<file path="src/rtl/cpc_clk_pkg.sv">
// Shared constants and the effective-ratio rule for the clock-enable generator.
package cpc_clk_pkg;

  localparam int unsigned CEN_DEF_CH    = 4;
  localparam int unsigned CEN_DEF_CNT_W = 8;
  localparam int unsigned CEN_DEF_RATIO = 3;

  // Master terminal count: a ratio of 0 is promoted to 1; FAST halves the divide, never below /2.
  function automatic logic [31:0] eff_ratio(input logic [31:0] ratio, input logic fast);
    logic [31:0] r;
    logic [31:0] h;
    r = (ratio == 32'd0) ? 32'd1 : ratio;
    h = ((r + 32'd1) >> 1) - 32'd1;
    if (fast) r = (h < 32'd1) ? 32'd1 : h;
    return r;
  endfunction

endpackage

</file>
<file path="src/rtl/cpc_cen_chan.sv">
// One derived channel: counts master ticks and toggles its square wave every div+1 ticks.
module cpc_cen_chan
  import cpc_clk_pkg::*;
#(
  parameter int unsigned CNT_W = CEN_DEF_CNT_W
) (
  input  logic             clk,
  input  logic             rst_n,
  input  logic             tick,
  input  logic             clr,
  input  logic [CNT_W-1:0] div,
  output logic             ch_clk,
  output logic             cen_p,
  output logic             cen_n
);

  logic [CNT_W-1:0] ccnt;
  logic [CNT_W-1:0] div_q;

  // Divider is latched only when the count restarts, so a lowered div never overruns.
  always_ff @(posedge clk) begin
    if (!rst_n) begin
      ccnt   <= '0;
      div_q  <= div;
      ch_clk <= 1'b0;
      cen_p  <= 1'b0;
      cen_n  <= 1'b0;
    end else begin
      cen_p <= 1'b0;
      cen_n <= 1'b0;
      if (clr) begin
        ccnt   <= '0;
        div_q  <= div;
        ch_clk <= 1'b0;
      end else if (tick) begin
        if (ccnt == div_q) begin
          ccnt   <= '0;
          div_q  <= div;
          ch_clk <= ~ch_clk;
          cen_p  <= ~ch_clk;
          cen_n  <= ch_clk;
        end else begin
          ccnt <= ccnt + CNT_W'(1);
        end
      end
    end
  end

endmodule

</file>
<file path="src/rtl/cpc_cen_gen.sv">
// Master clock-enable divider with CH derived channels; FAST halving is built only
// when CPC_CEN_FAST_EN is defined.
module cpc_cen_gen
  import cpc_clk_pkg::*;
#(
  parameter int unsigned CH        = CEN_DEF_CH,
  parameter int unsigned CNT_W     = CEN_DEF_CNT_W,
  parameter int unsigned DEF_RATIO = CEN_DEF_RATIO
) (
  input  logic                clk,
  input  logic                RESET_N,
  input  logic [CNT_W-1:0]    RATIO,
  input  logic                RATIO_LD,
  output logic                RATIO_ACK,
  input  logic                PAUSE,
  input  logic                SYNC,
  input  logic [CH*CNT_W-1:0] CH_DIV,
  output logic                CEN_BASE,
  output logic                CLK_BASE,
  output logic [CH-1:0]       CH_CLK,
  output logic [CH-1:0]       CEN_P,
  output logic [CH-1:0]       CEN_N
`ifdef CPC_CEN_FAST_EN
  ,
  input  logic                FAST
`endif
);

  logic [CNT_W-1:0] mcnt;
  logic [CNT_W-1:0] r_cur;
  logic [CNT_W-1:0] r_term;
  logic [CNT_W-1:0] half;
  logic             fast_q;
  logic             fast_in;
  logic             sync_q;
  logic             tick_c;
  logic             wrap_c;
  logic             sync_c;

`ifdef CPC_CEN_FAST_EN
  assign fast_in = FAST;
`else
  assign fast_in = 1'b0;
`endif

  // Terminal count, duty threshold and the tick/wrap/realign strobes; PAUSE masks all of them.
  always_comb begin
    r_term = CNT_W'(eff_ratio(32'(r_cur), fast_q));
    half   = CNT_W'((32'(r_term) + 32'd1) >> 1);
    tick_c = !PAUSE && (mcnt == '0);
    wrap_c = !PAUSE && (mcnt == r_term);
    sync_c = wrap_c && (sync_q || SYNC);
  end

  always_ff @(posedge clk) begin
    if (!RESET_N) begin
      mcnt      <= '0;
      r_cur     <= CNT_W'(DEF_RATIO);
      fast_q    <= 1'b0;
      sync_q    <= 1'b0;
      CEN_BASE  <= 1'b0;
      CLK_BASE  <= 1'b0;
      RATIO_ACK <= 1'b0;
    end else if (PAUSE) begin
      CEN_BASE  <= 1'b0;
      RATIO_ACK <= 1'b0;
      sync_q    <= sync_q | SYNC;
    end else begin
      CEN_BASE  <= tick_c;
      CLK_BASE  <= (mcnt >= half);
      RATIO_ACK <= wrap_c && RATIO_LD;
      if (wrap_c) begin
        mcnt   <= '0;
        fast_q <= fast_in;
        sync_q <= 1'b0;
        if (RATIO_LD) r_cur <= (RATIO == '0) ? CNT_W'(1) : RATIO;
      end else begin
        mcnt   <= mcnt + CNT_W'(1);
        sync_q <= sync_q | SYNC;
      end
    end
  end

  for (genvar i = 0; i < int'(CH); i++) begin : g_chan
    cpc_cen_chan #(.CNT_W(CNT_W)) u_chan (
      .clk    (clk),
      .rst_n  (RESET_N),
      .tick   (tick_c),
      .clr    (sync_c),
      .div    (CH_DIV[i*CNT_W +: CNT_W]),
      .ch_clk (CH_CLK[i]),
      .cen_p  (CEN_P[i]),
      .cen_n  (CEN_N[i])
    );
  end

endmodule

</file>
<file path="config.mk">
export PLATFORM = sky130hd
export DESIGN_NAME = cpc_cen_gen
export DESIGN_NICKNAME = d
export VERILOG_FILES = /design/src/rtl/cpc_clk_pkg.sv /design/src/rtl/cpc_cen_chan.sv /design/src/rtl/cpc_cen_gen.sv
export SDC_FILE = /design/constraint.sdc
export NUM_CORES = 1
export LEC_CHECK = 0
export CAP_MARGIN = 20
export CORE_UTILIZATION = 55
export DETAILED_ROUTE_END_ITERATION = 10
export DONT_BUFFER_PORTS = 1
export PLACE_DENSITY = 0.79
export SYNTH_ARGS = -nofsm -noshare
export SYNTH_HDL_FRONTEND = slang
export SYNTH_SLANG_ARGS = --single-unit
</file>
<file path="constraint.sdc">
create_clock -name clk -period 3.3 [get_ports clk]
set_input_delay 0.66 -clock clk [delete_from_list [all_inputs] [get_ports clk]]
set_output_delay 0.66 -clock clk [all_outputs]
set_load 0.05 [all_outputs]
</file>
==> reports/results.txt, run 1 <==
The run finished with clean final reports. 60 I/O pins were placed. Hold buffer count at CTS: 0. Synthesis produced 438 cells. The length in cells of the worst reg-to-reg path came out at 7. In the synthesized netlist the dominant register cell turns out to be dfxtp_1. The share of cells above drive strength 1 is 7.59%, and the total iterations of the first detailed-routing run is 4. Data arrives at the worst endpoint at 2630 ps. The wire length of the first global-routing pass was 13.7 mm.

The number of DRC markers after the initial detailed-route iteration is 140, and the buffers inserted during post-CTS setup optimization is 0. The count of cells resized by post-cts repair was 0; the horizontal die dimension was 92.4 µm. The max-slew headroom at the worst pin is 57.8%. The worst hold path was traced through 0 stages. After detailed routing, the average wire length per cell comes to 15.1 µm.

The relative area change from synthesis to final layout is 6.88%. Following the worst setup path forward leads to its endpoint at g_chan[1].u_chan.div_q[5]$_DFFE_PP_. The initial antenna violation count came out at 0. Detailed routing inserted a total of 2995 vias.

The tools report the number of rows in the core area as 32. The number of nets in the synthesized netlist is 497. The number of slew-limit violations in the final report was 0.

The reg-to-reg critical path startpoint is mcnt[0]$_SDFFE_PN0N_. Cell with the largest stage delay on the worst path: and2_1. The average vias per placed instance was 5.58. Derived from the worst setup path, the maximum achievable clock frequency is 390 MHz. In this run the power density over the cells is 505 nW/µm². Clock tree synthesis found a total of 96 sinks. The critical path is of the reg2reg type. The accumulated negative setup slack is 0 ps.

The setup slack of the most critical reg-to-reg path is 740 ps. Sort of element at the end of the critical path: a register. Count of antenna-violating nets left after detailed routing: 0.

The clock latency at the later pin of the worst-skew pair is 360 ps, and the via count of the first global-routing pass is 2937. Sorting the synthesized cells by area gives the leading types as dfxtp_1 (29%), edfxtp_1 (21%), xor2_1 (9.6%), xnor2_1 (5.7%), ha_1 (3.9%). Largest area contributor in the netlist: dfxtp_1. The data required time at the worst endpoint was 3370 ps; the mean post-synth cell area was 10.3 µm². For the pin with the worst max-slew slack, the measured transition is 632 ps.

The synthesized design devotes to its leading area cell type 28.5% of total area. Path category of the worst min-delay check: in2reg. Of the available clock period, the critical path in the final layout requires 77.7%. The global route total overflow is 0. The congestion estimate from routability-driven global placement came to 0.853. In this run, synthesis inferred 32 flip-flops with an integrated enable. The final net count came out at 489. The die covers 8530 µm².

The worst register-to-register path ends at g_chan[1].u_chan.div_q[5]$_DFFE_PP_. The CTS root buffer is clkbuf_8. The clock input transition at the sequential cells of the worst setup and hold paths is 90 ps.

The run gives 0.000250 V as the peak supply drop. The share of the Yosys chip area taken by registers is 49.9%. The number of warnings reported in the yosys synthesis log was 0. The most critical setup path has its startpoint at mcnt[0]$_SDFFE_PN0N_. The static leakage is 1.74 nW, and the number of buffers created by CTS is 9.

The worst setup path is launched from a register. The number of setup violations in the final report is 0, and the count of endpoints failing hold in the final timing report is 0. Worst-path maximum fanout: 15. The H-tree generated during clock tree synthesis spans 3 levels.

The area of the placeable core was 7810 µm²; the number of buffers on the longest clock path was 2. The count of input and output buffers is 0, and the number of flip-flops and latches in the synthesized netlist is 96. The routed wire length was 8.13 mm.

The largest single stage delay on the critical path is 530 ps. Total routing resource utilization after global routing: 20.6%. The clock period could shrink to 2560 ps. The die is 92.4 µm tall.

Setup repair after global routing left no endpoint under its margin. The pin count of the biggest net entering global routing was 28. OpenSTA, run right after detailed placement, puts the worst setup slack at 706 ps.

The detailed-placement wirelength estimate was 5.81 mm; the share of flip-flops with an asynchronous set or reset was 0%. Initial core utilization: 57.5%. Yosys mapped the design onto 41 distinct sky130hd cell types.

Walking the worst path, the cells encountered are inv_1 -> ha_1 -> nor4b_1 -> and2_1 -> nand3_1 -> o311ai_2 -> buf_4. The repair_antennas step left the layout with diodes totalling 0. Once routing completed, OpenROAD measured the worst setup slack at 737 ps. TritonCTS built the clock tree. The number of remaining DRC errors is 0. On the final layout, the worst clock skew is 7.17 ps.

The tools report the area of the mapped netlist as 4490 µm². The tool flagged a number of max-cap violations equal to 0.
-- sequential cells by signal (all words and copies together), names as in the netlist --
signal and cells:
g_chan.u_chan.div_q 32, CLK_BASE 1, g_chan.u_chan.cen_n 4, r_cur 8, CEN_BASE 1, g_chan.u_chan.ccnt 32, sync_q 1, mcnt 8
g_chan.u_chan.cen_p 4, RATIO_ACK 1, g_chan.u_chan.ch_clk 4
-- worst max-delay path, delay by kind of cell, from the launching register on --
family                   cells  cell delay (ps)
AND/OR/NAND/NOR              3             1210
adder cells (fa/ha/maj)      1              150
buffers and inverters        2              390
flip-flops                   1              380
AO/OA/AOI/OAI                1              140
-- stage by stage --
stage	hold WS (ps)	power, mW	cell area, µm²	std cells	util [%]
finish	392	2.43	4800	537	61.5
global route	373	2.51	4800	537	61.5
floorplan	427	1.43	4490	438	-
CTS	377	2.44	4800	537	61.5
detailed placement	527	1.47	4540	521	58.1
global placement	497	1.46	4540	521	58.1
-- cell usage in the layout, fill, tap and decap left out, types with 2 or more instances in the layout --
master / n
or4_1: 2
buf_4: 8
clkbuf_8: 9
mux2i_1: 7
nor2b_1: 5
nand2_1: 41
inv_1: 10
edfxtp_1: 32
nand2b_1: 3
xnor2_1: 29
nor2_1: 42
nor3_1: 18
bufinv_16: 4
o21ai_0: 4
nor4b_1: 2
nor4_1: 13
nand4_1: 13
or3_1: 7
and2_1: 5
dfxtp_1: 64
a2bb2oi_1: 4
o311ai_2: 4
a21o_1: 2
ha_1: 14
xor2_1: 49
and4_1: 3
a21oi_1: 8
nand3_1: 17
-- worst min path at each step --
stage,from,endpoint,slack [ps]
CTS,CH_DIV[29],g_chan[3].u_chan.div_q[5]$_DFFE_PP_,380
global route,CH_DIV[15],g_chan[1].u_chan.div_q[7]$_DFFE_PP_,370
floorplan,g_chan[0].u_chan.ch_clk$_SDFFE_PP0P_,g_chan[0].u_chan.cen_p$_SDFF_PP0_,430
finish,CH_DIV[10],g_chan[1].u_chan.div_q[2]$_DFFE_PP_,390
global placement,r_cur[4]$_SDFFE_PN0P_,r_cur[4]$_SDFFE_PN0P_,500
detailed placement,r_cur[4]$_SDFFE_PN0P_,r_cur[4]$_SDFFE_PN0P_,530
-- Yosys cell counts, drive strengths merged (4+ instances only) --
cell and instances:
a21oi 8, a2bb2oi 4, and2 5, buf 15, clkbuf 12, dfxtp 64
edfxtp 32, ha 14, inv 10, mux2i 7, nand2 41, nand3 17
nand4 13, nor2 42, nor2b 5, nor3 19, nor4 13, o21ai 6
o311ai 4, or3 7, xnor2 29, xor2 49
-- metal layers --
layer | track usage (%) | wire length [µm] | vias up
met1 | 25.4 | 3520 | 1434
met2 | 34.9 | 4120 | 61
met4 | 10.0 | 150 | 0
li1 | - | - | 1489
met3 | 3.69 | 342 | 11
met5 | 0 | 0 | -
-- power by group --
part	internal [mW]	switching (mW)
Clock	0.581	0.404
Combinational	0.0578	0.0800
Sequential	1.26	0.0407
-- cell type report --
cell class | instances | area, µm²
well taps | 102 | 128
clock buffers | 9 | 124
clock inverters | 7 | 141
multi-input cells | 305 | 2070
fillers | 644 | 3010
repair buffers | 8 | 60.1
flip-flops and latches | 96 | 2240
inverters | 10 | 37.5
-- cell families (layout without fill, tap and decap cells) --
| kind of cell | after synthesis | after routing | share of synthesized area (%) |
|---|---|---|---|
| multiplexers | 8 | 8 | 1.81 |
| XOR/XNOR | 78 | 78 | 15.2 |
| flip-flops | 96 | 96 | 49.9 |
| AO/OA/AOI/OAI | 29 | 29 | 5.10 |
| buffers and inverters | 37 | 34 | 4.15 |
| adder cells (fa/ha/maj) | 14 | 14 | 3.90 |
| AND/OR/NAND/NOR | 176 | 176 | 19.9 |
(Power assumes the default switching activity.)
==> inputs of run 2 (changes only) <==
clock period = 2.6 ns   (was 3.3 ns; I/O delays follow)
==> run 2 against run 1 <==
  * Maximum frequency grew 4.9%
  * Core utilization is 0.83 points higher
  * Critical path depth rose by 3
  * Via count increased by 0.40%
  * Power grew 15%
  * Sequential share of layout area decreased by 0.62 points
  * Sequential power is 27% higher
  * Global-route usage decreased by 0.17 points
  * Hold slack worse by 150 ps
  * Clock skew rose by 2.7 ps
  * Largest power group unchanged
==> reports/results.txt, run 2 (synthesis gave the netlist of run 1 again) <==
Accumulated negative setup slack: 0 ps (unchanged). The run gives 0.000248 V (-0.83%) as the peak supply drop. The top cell types in the final layout, fill and taps aside, are dfxtp_1 (64), xor2_1 (49), nor2_1 (42). The number of buffers on the longest clock path was 2 (unchanged); the number of remaining DRC errors was 0 (unchanged). The initial antenna violation count was 0 (unchanged).

The logs give 409 MHz (+4.9%) for the maximum clock frequency and 6.07 mm (+4.4%) for the detailed-placement wirelength estimate. The count of endpoints failing hold in the final timing report came out at 0 (unchanged). TritonCTS built the clock tree. The tools report the sort of element at the start of the critical path as a register. The setup slack of the critical path after layout was 157 ps (-580 ps).

The H-tree level count is 3 (unchanged), and the count of input and output buffers is 0 (unchanged). The fraction of the core area covered by cells at the end of the flow was 62.3% (+0.83 points); the hold buffer count at CTS was 0 (unchanged). The run gives 97 (-31%) as the number of DRC markers after the initial detailed-route iteration.

The path class of the tightest hold or removal check is in2reg. The total iterations of the first detailed-routing run is 6 (+2). For the worst hold slack after final layout, the log shows 245 ps (-147 ps). The tools report the number of slew-limit violations in the final report as 0 (unchanged). The multi-input gate area in the final layout was 2070 µm² (+0.24%); the portion of the clock cycle consumed by the worst path in the final layout was 94.0% (+16 points). Wire length of the first global-routing pass: 13.6 mm (-0.50%). The vias after detailed routing was 3007 (+0.40%). The share of cells above drive strength 1 was 11.1% (+3.5 points); the number of placed instances, taps included was 537 (+3.1%). The pin count of the biggest net entering global routing was 28 (unchanged); the total placed instance area was 4660 µm² (+2.6%). The most common cell after layout, fill and taps aside was dfxtp_1. Number of buffers created by CTS: 9 (unchanged). The flow ran to the end, and the final reports show no timing, DRC or antenna violations.

The logs give 96 (unchanged) for the clock sink count and 60 (unchanged) for the number of ports placed on the die boundary. The run gives 0.878 (+3.0%) as the placer's final routability congestion estimate. The tools report the sort of element at the end of the critical path as a register.

The count of antenna-violating nets left after detailed routing is 0 (unchanged), and the average vias per placed instance is 5.43 (-2.7%). For the count of inserted antenna diode cells, the log shows 0 (unchanged). The logs give 57.0% (-0.82 points) for the max-slew headroom at the worst pin and 32 (unchanged) for the number of rows in the core area.

The largest registers in the layout are g_chan.u_chan.ccnt (32), g_chan.u_chan.div_q (32). For the final net count, the log shows 506 (+3.5%). The average wire per standard cell was 14.9 µm (-1.3%).

The cell area after layout was 4870 µm² (+1.4%). The horizontal die dimension was 92.4 µm (unchanged). The clock skew after layout is 9.90 ps (+2.73 ps).

Clock input transition at the sequential cells of the worst setup and hold paths: 100 ps (about the same). The actual slew at the worst max-slew pin was 644 ps (+12.2 ps); the shortest clock period the worst path allows after layout was 2440 ps (-120 ps). The run gives 0 (unchanged) as the reported max-cap violation count. The number of setup violations in the final report is 0 (unchanged). Setup repair after global routing left no endpoint under its margin.

The worst slack at placement is 81.8 ps (-624 ps), and the global route total overflow is 0 (unchanged). The area of the die is 8530 µm² (unchanged), and the number of inserted filler cells in the final layout is 636 (-1.2%). The initial core utilization was 57.5% (unchanged); the count of placed standard cells in the final layout, fillers left out was 554 (+3.2%). Area of the placeable core: 7810 µm² (unchanged).

The via count of the first global-routing pass is 2913 (-0.82%). The data required time at the worst endpoint is 2850 ps (-520 ps), and the relative area change from synthesis to final layout is 8.33%. The power density over cell area works out to 576 nW/µm² (+14%). The worst-path maximum fanout works out to 3 (-12). For the data arrival time at the worst-slack endpoint, the log shows 2700 ps (+70 ps). The logs give 20.5% (-0.17 points) for the total routing resource utilization after global routing and 2.80 mW (+15%) for the overall power of the completed layout. The CTS root buffer is clkbuf_8.

Clock latency at the later pin of the worst-skew pair: 360 ps (about the same). The critical path is of the reg2reg type. The static leakage was 1.79 nW (+2.7%).

The tools report the routed wire length as 8.28 mm (+1.8%). Die boundary height: 92.4 µm (unchanged). The combined flip-flop and latch cell area came out at 2240 µm² (unchanged).
[run 2: metal layers]
| metal | global-route usage [%] | vias to the layer above | wire length (µm) | share of wire (%) |
|---|---|---|---|---|
| met4 | 7.29 | 0 | 111 | 1.3 |
| met1 | 25.7 | 1420 | 3670 | 44 |
| met5 | 0 | - | 0 | 0 |
| met3 | 4.84 | 10 | 333 | 4.0 |
| li1 | - | 1523 | - | - |
| met2 | 34.4 | 54 | 4160 | 50 |
[run 2: what timing repair did]
| action | CTS | global route |
|---|---|---|
| endpoints found under the setup margin | 0 | 1 |
| resized for setup | 0 | 1 |
| setup buffers | 0 | 0 |
[run 2: final cells by class]
type                            count  area share (%)
Clock buffer                       10            2.62
Inverter                           10           0.771
Clock inverter                      6            1.44
Sequential cell                    96            46.1
Timing Repair Buffer               25            3.86
Tap cell                          102            2.62
Multi-Input combinational cell    305            42.6
[run 2: worst max-delay path, stage by stage, from the launching register on]
cell and delay (ps):
dfxtp_1 320, or4_1 590, nor3_1 170, nor3_1 60, a21oi_1 160, ha_1 250, nand2b_1 140, a21o_1 170
a21o_1 180, a211oi_2 230, nor4_1 70
[run 2: where the power goes]
part,switching (mW),total [mW],internal [mW]
Clock,0.509,0.957,0.448
Combinational,0.109,0.195,0.0861
Sequential,0.0478,1.65,1.60
Total,0.666,2.80,2.14
[run 2: final timing paths]
check,start,endpoint,slack [ps],depth (start not counted)
min reg2reg,r_cur[4]$_SDFFE_PN0P_,r_cur[4]$_SDFFE_PN0P_,510,2
max,r_cur[2]$_SDFFE_PN0P_,CLK_BASE$_SDFFE_PN0N_,160,10
max reg2reg,r_cur[2]$_SDFFE_PN0P_,CLK_BASE$_SDFFE_PN0N_,160,10
min,CH_DIV[12],g_chan[1].u_chan.div_q[4]$_DFFE_PP_,240,0
==> inputs of run 3 (changes only) <==
SKIP_CTS_REPAIR_TIMING = 1   (was unset)
clock period = 3 ns   (was 2.6 ns; I/O delays follow)
==> run 3 against run 2 <==
  * Power decreased by 17%
  * Register-to-register slack improved by 140 ps
  * Global-route usage decreased by 0.66 points
  * Final area decreased by 3.2%
  * Core utilization decreased by 2.0 points
  * Combinational power decreased by 19%
  * Clock power decreased by 23%
  * Hold slack improved by 83 ps
  * Final cell count decreased by 2.7%
  * Flip-flop and latch count unchanged
==> reports/results.txt, run 3 (synthesis gave the netlist of run 1 again) <==
The run finished with clean final reports. For the count of endpoints failing hold in the final timing report, the log shows 0 (unchanged). The tools report the wire length of the first global-routing pass as 13.2 mm (-3.1%).

The horizontal die dimension works out to 92.4 µm (unchanged). The worst hold path begins at CH_DIV[11]. The cell with the largest stage delay on the worst path is o311ai_2.

Setup slack of the most critical reg-to-reg path: 300 ps (+140 ps). The length in cells of the worst reg-to-reg path was 4 (-6). Traced cell by cell, the critical path runs through or4_1 -> o21ai_2 -> nand4b_4 -> o311ai_2. Average wire per standard cell: 14.9 µm (about the same). The die boundary height was 92.4 µm (unchanged); the detailed-placement wirelength estimate was 5.85 mm (-3.6%). The number of slew-limit violations in the final report came out at 0 (unchanged).

The delay of the slowest cell on the worst path was 940 ps (+350 ps); the count of input and output buffers was 0 (unchanged). The average vias per placed instance was 5.53 (+1.9%). The worst setup path is captured at a register. The pin count of the biggest net entering global routing is 28 (unchanged).

In this run the worst hold path is classified as in2reg. The clock input transition at the sequential cells of the worst setup and hold paths works out to 90 ps (about the same). The run gives 491 (-3.0%) as the final net count. The number of setup violations in the final report was 0 (unchanged); the static leakage was 1.71 nW (-4.7%). The vias after detailed routing is 2980 (-0.90%). The setup path with the least slack is of type reg2reg. The number of placed instances, taps included is 523 (-2.6%). The logs give 0 (unchanged) for the reported max-cap violation count and 10.7 ps (+0.826 ps) for the clock skew after layout. The count of antenna-violating nets left after detailed routing was 0 (unchanged). The number of inserted filler cells in the final layout came out at 630 (-0.94%). The tools report the count of inserted antenna diode cells as 0 (unchanged). Initial antenna violation count: 0 (unchanged). Sort of element at the start of the critical path: a register. The tools report the multi-input gate area in the final layout as 2070 µm² (-0.24%). Setup repair after global routing left no endpoint under its margin.

The total iterations of the first detailed-routing run was 4 (-2); the data arrival time at the worst-slack endpoint was 2690 ps (about the same). In the final layout, the registers with the most flip-flops are g_chan.u_chan.ccnt (32), g_chan.u_chan.div_q (32). Total routing resource utilization after global routing: 19.8% (-0.66 points).

The number of buffers on the longest clock path was 2 (unchanged). The run gives 96 (unchanged) as the clock sink count. The capture point of the worst reg-to-reg path was g_chan[2].u_chan.div_q[2]$_DFFE_PP_.

The run gives 370 MHz (-9.7%) as the maximum clock frequency. The logs give 57.5% (unchanged) for the initial core utilization and 360 ps (about the same) for the clock latency at the later pin of the worst-skew pair. The setup slack of the critical path after layout is 295 ps (+139 ps). The number of remaining DRC errors was 0 (unchanged); the shortest clock period the worst path allows after layout was 2700 ps (+261 ps). The tools report the max-slew headroom at the worst pin as 26.3% (-31 points).

TritonCTS built the clock tree. The worst-path maximum fanout is 14 (+11), and the portion of the clock cycle consumed by the worst path in the final layout is 90.2% (-3.8 points). The H-tree level count was 3 (unchanged); the relative area change from synthesis to final layout was 4.90%. For the overall power of the completed layout, the log shows 2.32 mW (-17%). The tools report the total placed instance area as 4550 µm² (-2.3%). The accumulated negative setup slack was 0 ps (unchanged); the number of rows in the core area was 32 (unchanged).

The share of cells above drive strength 1 is 6.86% (-4.2 points). The tools report the number of ports placed on the die boundary as 60 (unchanged). The power density over cell area was 493 nW/µm² (-14%).

In this run the critical register-to-register path is launched from r_cur[2]$_SDFFE_PN0P_. The number of DRC markers after the initial detailed-route iteration was 130 (+34%); the number of instances on the worst hold path was 0 (unchanged). The run gives 9 (unchanged) as the number of buffers created by CTS. The run gives 8530 µm² (unchanged) as the area of the die.

The worst slack at placement is 268 ps (+186 ps), and the global route total overflow is 0 (unchanged). The run gives 2980 ps (+130 ps) as the data required time at the worst endpoint. The worst hold path terminates at g_chan[1].u_chan.div_q[3]$_DFFE_PP_.

Leaving out fill and tap cells, the most frequent cells in the layout are dfxtp_1 (64), xor2_1 (49), nor2_1 (42). The routed wire length was 8.06 mm (-2.7%); the via count of the first global-routing pass was 2858 (-1.9%). The cell area after layout was 4710 µm² (-3.2%).

The combined flip-flop and latch cell area is 2240 µm² (unchanged), and the area of the placeable core is 7810 µm² (unchanged). The actual slew at the worst max-slew pin came out at 1100 ps (+460 ps). The run gives 0.870 (-0.92%) as the placer's final routability congestion estimate.

The most common cell after layout, fill and taps aside is dfxtp_1. In this run the clock root is driven by a clkbuf_8. Peak supply drop: 0.000238 V (-3.8%).

The count of placed standard cells in the final layout, fillers left out is 539 (-2.7%).
==> run 3: area by class of cell <==
class                           count  share of cell area, %
Sequential cell                    96                   47.6
Multi-Input combinational cell    305                   43.9
Clock buffer                       15                   3.32
Tap cell                          102                   2.71
Timing Repair Buffer               10                   1.59
Inverter                           10                  0.797
Clock inverter                      1                  0.106
==> run 3: where the power goes <==
part	internal [mW]	switching, mW	total, mW
sequential	1.39	0.0430	1.43
clock	0.326	0.411	0.737
combinational	0.0658	0.0909	0.157
total	1.78	0.545	2.32
==> run 3: stage by stage <==
step / hold slack (ps) / util [%]
floorplan: 427 / -
global placement: 508 / 58.3
detailed placement: 499 / 58.3
CTS: 319 / 60.4
global route: 315 / 60.4
finish: 328 / 60.4
==> run 3: how the worst max path moves through the flow <==
stage                          start                                   to  slack, ps
2_1_floorplan  r_cur[6]$_SDFFE_PN0P_  g_chan[0].u_chan.div_q[0]$_DFFE_PP_        580
4_1_cts        r_cur[2]$_SDFFE_PN0P_  g_chan[2].u_chan.div_q[7]$_DFFE_PP_        250
6_report       r_cur[2]$_SDFFE_PN0P_  g_chan[2].u_chan.div_q[2]$_DFFE_PP_        300
5_1_grt        r_cur[2]$_SDFFE_PN0P_  g_chan[2].u_chan.div_q[2]$_DFFE_PP_        180
3_3_place_gp   r_cur[2]$_SDFFE_PN0P_  g_chan[2].u_chan.div_q[7]$_DFFE_PP_        370
3_5_place_dp   r_cur[2]$_SDFFE_PN0P_  g_chan[2].u_chan.div_q[3]$_DFFE_PP_        270
==> run 3: per-layer routing <==
| metal | global-route usage [%] | routed length (µm) | share of wire, % | vias to the layer above |
|---|---|---|---|---|
| li1 | - | - | - | 1501 |
| met1 | 24.6 | 3620 | 45 | 1394 |
| met2 | 33.1 | 3920 | 49 | 71 |
| met3 | 5.50 | 386 | 4.8 | 14 |
| met4 | 6.90 | 130 | 1.6 | 0 |
| met5 | 0 | 0 | 0 | - |
==> run 3: worst max-delay path, delay by kind of cell (launching register included) <==
kind / cells / cell delay, ps
AOI/OAI and AO/OA: 2 / 1150
DFF: 1 / 380
and+or+nand+nor: 2 / 810
